**config.mk**
```make
export PLATFORM = sky130hd
export DESIGN_NAME = rsa_result_reader
export DESIGN_NICKNAME = d
export VERILOG_FILES = /design/src/rtl/rsa_result_reader_pkg.sv /design/src/rtl/rsa_chunk_counter.sv /design/src/rtl/rsa_result_reader.sv
export SDC_FILE = /design/constraint.sdc
export NUM_CORES = 1
export LEC_CHECK = 0
export BUFFER_PORTS_ARGS = -buffer_cell sky130_fd_sc_hd__buf_2
export CORE_ASPECT_RATIO = 0.8
export CORE_UTILIZATION = 35
export DETAILED_ROUTE_END_ITERATION = 8
export HOLD_SLACK_MARGIN = 0.15
export MAX_ROUTING_LAYER = met4
export PLACE_DENSITY = 0.6
export SLEW_MARGIN = 20
export SYNTH_ARGS = -nofsm -noshare
export SYNTH_HDL_FRONTEND = slang
export SYNTH_SLANG_ARGS = --single-unit
```
**constraint.sdc**
```tcl
create_clock -name clk -period 1.5 [get_ports clk]
set_input_delay 0.225 -clock clk [delete_from_list [all_inputs] [get_ports clk]]
set_output_delay 0.225 -clock clk [all_outputs]
set_load 0.05 [all_outputs]
```
**src/rtl/rsa_result_reader_pkg.sv**
```systemverilog
// rsa_pkg: shared state type and sizing helpers for the RSA result reader.
package rsa_pkg;
  typedef enum logic {IDLE, SEND} rsa_rd_state_t;
  function automatic int nchunk(input int width, input int chunk);
    return width / chunk;
  endfunction
  function automatic int cnt_width(input int n);
    return $clog2(n);
  endfunction
endpackage

```
**src/rtl/rsa_chunk_counter.sv**
```systemverilog
// rsa_chunk_counter: slice index counter that saturates at NCHUNK-1 and flags the last slice.
module rsa_chunk_counter
  import rsa_pkg::*;
#(
  parameter int NCHUNK = 2,
  parameter int CW     = cnt_width(NCHUNK)
) (
  input  logic          clk,
  input  logic          rstb,
  input  logic          ena,
  input  logic          clear,
  input  logic          load,
  input  logic          inc,
  output logic [CW-1:0] cnt,
  output logic          is_last
);
  logic [CW-1:0] cnt_q, cnt_d;
  assign is_last = cnt_q == CW'(NCHUNK - 1);
  assign cnt     = cnt_q;
  always_comb
    cnt_d = !ena ? cnt_q : (clear | load) ? '0 : (inc & !is_last) ? cnt_q + 1'b1 : cnt_q;
  always_ff @(posedge clk or negedge rstb)
    if (!rstb) cnt_q <= '0;
    else       cnt_q <= cnt_d;
endmodule

```
**src/rtl/rsa_result_reader.sv**
```systemverilog
// rsa_result_reader: captures a result word and streams it out LSB slice first over valid/ready.
module rsa_result_reader
  import rsa_pkg::*;
#(
  parameter int WIDTH = 8,
  parameter int CHUNK = 4
) (
  input  logic             clk,
  input  logic             rstb,
  input  logic             ena,
  input  logic             abort,
  input  logic             capture,
  input  logic [WIDTH-1:0] data_in,
  input  logic             out_ready,
  output logic             out_valid,
  output logic [CHUNK-1:0] out_data,
  output logic             out_last,
  output logic             busy,
  output logic             overrun
);
  localparam int NCHUNK = nchunk(WIDTH, CHUNK);
  localparam int CW     = cnt_width(NCHUNK);
  rsa_rd_state_t    state_q, state_d;
  logic [WIDTH-1:0] shadow_q, shadow_d;
  logic             overrun_q, overrun_d;
  logic [CW-1:0]    cnt;
  logic             is_last, xfer, fin, load, inc;
  assign busy      = state_q == SEND;
  assign out_valid = busy & ena;
  assign out_data  = busy ? shadow_q[CHUNK-1:0] : '0;
  assign out_last  = busy & is_last;
  assign overrun   = overrun_q;
  assign xfer      = out_valid & out_ready;
  assign fin       = xfer & is_last;
  assign load      = !abort & capture & (!busy | fin);
  assign inc       = !abort & xfer & !is_last;
  rsa_chunk_counter #(.NCHUNK(NCHUNK), .CW(CW)) u_cnt (
    .clk(clk), .rstb(rstb), .ena(ena), .clear(abort), .load(load), .inc(inc),
    .cnt(cnt), .is_last(is_last)
  );
  always_comb begin
    state_d   = state_q;
    shadow_d  = shadow_q;
    overrun_d = overrun_q;
    if (ena) begin
      if (abort) begin
        state_d   = IDLE;
        shadow_d  = '0;
        overrun_d = 1'b0;
      end else if (load) begin
        state_d  = SEND;
        shadow_d = data_in;
      end else if (busy) begin
        state_d   = fin ? IDLE : SEND;
        shadow_d  = xfer ? shadow_q >> CHUNK : shadow_q;
        overrun_d = overrun_q | capture;
      end
    end
  end
  always_ff @(posedge clk or negedge rstb)
    if (!rstb) begin
      state_q   <= IDLE;
      shadow_q  <= '0;
      overrun_q <= 1'b0;
    end else begin
      state_q   <= state_d;
      shadow_q  <= shadow_d;
      overrun_q <= overrun_d;
    end
endmodule
```
# After elaboration in Yosys (flattened, before gate mapping)
# Cells that the tools add are included.
# Widths: inputs -> output; s select.
totals:
  in_bits: 14
  reg_bits: 11
  word_cells: 42
op_classes:
  n_reduce_logical: 10
  mux: 14
  n_addsub: 1
  bitwise_logic: 12
  eq_ne: 1
ops:
  columns: ["op", "count"]
  rows:
  - ["$mux 8", 4]
  - ["$and 1x1->1", 9]
  - ["$mux 1", 9]
  - ["$reduce_and 3->1", 2]
  - ["$reduce_bool 3->1", 2]
  - ["$mux 4", 1]
  - ["$reduce_bool 2->1", 2]
  - ["$logic_not 1->1", 3]
  - ["$or 1x1->1", 3]
  - ["$ne 2x2->1 const B", 1]
  - ["$reduce_and 2->1", 1]
  - ["$add 1x1->1 const B", 1]

# Depth between registers and ports, before layout
logic_depth:
  word_depth: 8
  ltp_mapped: 5
  mapped_depth_nobuf: 4

# Cells and area by module
# A second synthesis with hierarchy kept.
unflattened:
  hier_cells: 76
  hier_area_um2: 822.0
modules_own_cells:
  columns: ["mod", "area_per_inst_um2", "cells_each", "seq_area_each_um2", "instances"]
  rows:
  - ["rsa_result_reader", 773.2, 71, 250.2, 1]
  - ["rsa_chunk_counter", 48.8, 5, 25.0, 1]

# Worst setup path before layout
# OpenSTA, ideal clock, no wires.
synth_path:
  path_type: "register -> register"
  from: "register state_q (netlist: busy)"
  to: "register shadow_q[4]"
  n_path_buf: 0
  path_stages_with_launch: 5
  t_required_ps: 1379
  synth_period_minus_slack_ps: 1653
  setup_slack_ps: -153
  arrival_ps: 1532
  cell_sequence: "dfrtp_1 -> and2b_4 -> o31a_1 -> and2_4 -> a22o_1"
synth_between:
  elab_chain_len: 7
synth_rtl:
  columns: ["element", "line_no", "source"]
  rows:
  - ["start: declaration", "rsa_result_reader.sv:23", "rsa_rd_state_t state_q, state_d;"]
  - ["start signal: assignment", "rsa_result_reader.sv:66", "state_q <= state_d;"]
  - ["$and 1x1->1", "rsa_result_reader.sv:29", "assign out_valid = busy & ena;"]
  - ["$and 1x1->1", "rsa_result_reader.sv:33", "assign xfer = out_valid & out_ready;"]
  - ["$and 1x1->1", "rsa_result_reader.sv:34", "assign fin = xfer & is_last;"]
  - ["$or 1x1->1", "rsa_result_reader.sv:35", "assign load = !abort & capture & (!busy | fin);"]
  - ["$and 1x1->1", "rsa_result_reader.sv:35", null]
  - ["$reduce_bool 3->1 (no source line) / $mux 8 (equally long branches)", null, null]
  - ["$reduce_and 3->1 (no source line) / $mux 8 (equally long branches)", null, null]
  - ["end signal: assignment", "rsa_result_reader.sv:67", "shadow_q <= shadow_d;"]
  - ["end: declaration", "rsa_result_reader.sv:24", "logic [WIDTH-1:0] shadow_q, shadow_d;"]
# Parallel ways exist; a longest one is shown, timed or not.
# A chain may end at the register's enable or synchronous reset.

# Worst setup path after layout
layout_path:
  from: "register state_q (netlist: busy)"
  to: "output port out_last"
layout_between:
  elab_chain_len: 1
layout_rtl:
  columns: ["element", "line_no", "source"]
  rows:
  - ["$and 1x1->1", "rsa_result_reader.sv:31", "assign out_last = busy & is_last;"]
  - ["end: declaration", "rsa_result_reader.sv:17", "output logic out_last,"]
# No other way between the ends.

==> impl_metrics.py <==
metrics = {
    "run_status": {
        "run_status": "finished, final reports clean",
    },
    "floorplan": {
        "initial_core_util_pct": 40.3,
        "io_pins": 22,
        "die-area_mm2": 0.00188,
        "placementRows": 12,
        "coreArea_mm2": 0.00149,
        "fp.dieH_um": 39.0,
        "die_w_um": 48.3,
    },
    "detailed_routing": {
        "vias": 518,
        "vias_per_cell": 4.89,
        "wl_um": 1260,
        "drt_pass1_iterations": 4,
        "routedWlPerCell_um": 11.9,
        "route.detailed.drc": 0,
        "ant_nets": 0,
        "first_iter_violations": 14,
    },
    "cts": {
        "clkLatencyLatePin_ps": 260,
        "clk_pin_slew_ps": 60,
        "cts.path.max_buffers": 2,
        "cts_max_level": 1,
        "cts_tree": "done",
        "numCtsBuffers": 3,
        "clock_sinks": 11,
        "postCtsSetupBuffers": 0,
        "clock-root-buffer": "clkbuf_4",
    },
    "power_and_ir_drop": {
        "p_leak_nw": 0.380,
        "p_comb_share_pct": 34.2,
        "p_clk_share_pct": 22.5,
        "power_frac_seq_pct": 43.2,
        "pwr_density_cell_mw_per_mm2": 1060,
        "p_sw_share_pct": 34.8,
        "p_int_uw": 546,
        "p_sw_uw": 291,
        "peakVddDrop_mv": 0.594,
    },
    "grt": {
        "grt_max_degree": 12,
        "grt_pass1_wl_um": 2120,
        "gr-total-overflow": 0,
        "grt_usage_pct": 17.8,
        "grt_pass1_vias": 483,
        "antenna_found_initial": 0,
    },
    "synthesis": {
        "synth_top_area_cell": "dfrtp_1",
        "synthArstFlopShare_pct": 100,
        "ys.flop_type": "dfrtp_1",
        "synth_top_cell_area_share_pct": 45.9,
        "ys_seq_area_share_pct": 45.9,
        "synth_edf_count": 0,
        "yosysWarnings": 0,
        "syn-cell-area_um2": 599,
        "synth_area_leaders": "dfrtp_1, a221oi_1, a22o_1, nor2_1, and2_2",
        "syn_avg_cell_area_um2": 10.5,
        "yosysUniqueCellTypes": 25,
        "syn-num-nets": 71,
        "synth_cells": 57,
        "ys_seq_elements": 11,
    },
    "worst_setup_path": {
        "slowest_stage": "dfrtp_2",
        "worstSetupStartpointType": "flip-flop",
        "critPathTopFamily": "flip-flops",
        "path_common_cell": "buf_4",
        "critPathKind": "reg2out",
        "slowest_delay_ps": 440,
        "critPathRequiredTime_ps": 1270,
        "path_cells": "buf_4 > and2_2 > buf_4",
        "cp-startpoint": "busy$_DFFE_PN0P_",
        "path_max_fanout": 7,
        "arrival_ps": 1210,
        "rr_startpoint": "busy$_DFFE_PN0P_",
        "endpoint_kind": "output port",
        "cp_num_buf_inv": 2,
    },
    "placed_design": {
        "placed_area_um2": 746,
        "hpwl_um": 1010,
        "place_congestion": 0.813,
        "io_buffers": 21,
    },
    "finish": {
        "drive_gt1_share_pct": 43.5,
        "final_util_pct": 52.9,
        "fin_nets": 100,
        "area_growth_pct": 31.3,
        "diodes": 0,
        "final_common_cell": "buf_2",
        "final_area_um2": 787,
        "final_cell_mix": "buf_2, dfrtp_1, nor2_1",
    },
    "sta": {
        "final_hold_viol_count": 0,
        "finalMaxSlewViolations": 0,
        "fmax_mhz": 695,
        "fin_crit_sh_pct": 96.0,
        "holdWs_ps": 181,
        "worst_pin_slew_ps": 355,
        "max_slew_margin_pct": 76.3,
        "setup_violations": 0,
        "rsz0062_at_grt": "false",
        "period_needed_ps": 1440,
        "finalSetupTns_ps": 0,
        "clock_skew_ps": 1.09,
    },
    "worst_hold_path": {
        "hp-start": "data_in[6]",
        "hp-class": "in2reg",
    },
    "job": {
        "cap_violations": 0,
    },
}
## synthesized netlist by cell type, types with 2 or more instances
cell type and number:
a22o_1 4, dfrtp_1 11, and2_1 3, nand2_1 2
and2_2 3, a221oi_1 4, a21oi_1 3, o21ai_0 2
nor2_1 8, and2_4 2
## flip-flops by register name, summed over array words and instances (netlist names)
register   flops
shadow_q       8
u_cnt.cnt      1
overrun        1
busy           1
## timing repair
action | 4_1_cts | 5_1_grt
hold endpoints to repair | 11 | 0
hold buffers | 1 | 0
endpoints found under the setup margin | 0 | 2
gates resized for setup | 0 | 4
## power by group through the flow
stage	logic (mW)	registers [mW]	clock network (mW)
5_1_grt	0.312	0.367	0.209
4_1_cts	0.286	0.362	0.201
3_5_place_dp	0.283	0.367	0
6_report	0.286	0.362	0.189
2_1_floorplan	0.185	0.381	0
3_3_place_gp	0.283	0.367	0
## per-stage QoR
step | setup slack, ps | instances | total power [mW]
finish | 60.4 | 106 | 0.837
global route | 7.86 | 106 | 0.888
CTS | 25.0 | 106 | 0.848
detailed placement | 122 | 101 | 0.650
global placement | 139 | 101 | 0.650
floorplan | -31.5 | 57 | 0.566
## worst paths after layout
kind                                           endpoint  slack [ps]  depth (start not counted)
worst max-delay path                           out_last          60                          3
worst min-delay path            shadow_q[6]$_DFFE_PN0P_         180                          2
worst max register to register  shadow_q[3]$_DFFE_PN0P_         100                          5
worst min register to register  shadow_q[2]$_DFFE_PN0P_         490                          2
max in group asynchronous              busy$_DFFE_PN0P_         930                          2
min in group asynchronous         u_cnt.cnt$_DFFE_PN0P_         360                          2
## layer usage
layer  vias to the layer above  routed length, µm  share of wire (%)  track usage [%]
met5                         -                  0                  0                -
met4                         0                 10               0.79             6.25
met3                         2                 57                4.5             8.41
met2                        12                571                 45             25.3
met1                       240                621                 49             21.9
li1                        264                  -                  -                -
## cells by family (layout without fill, tap and decap cells)
family | after synthesis | in the layout | share of synthesized area [%]
and+or+nand+nor | 24 | 24 | 23.0
DFF | 11 | 11 | 45.9
muxes | 1 | 1 | 1.67
AOI/OAI and AO/OA | 18 | 18 | 26.1
buffers and inverters | 3 | 31 | 3.34
## area by class of cell
cell class	count	area [µm²]
fill	144	699
multi-input combinational	43	304
sequential	11	277
timing repair buffer	26	150
clock buffer	4	26.3
tap	21	26.3
inverter	1	3.75
Power figures use the tool's default switching activity.
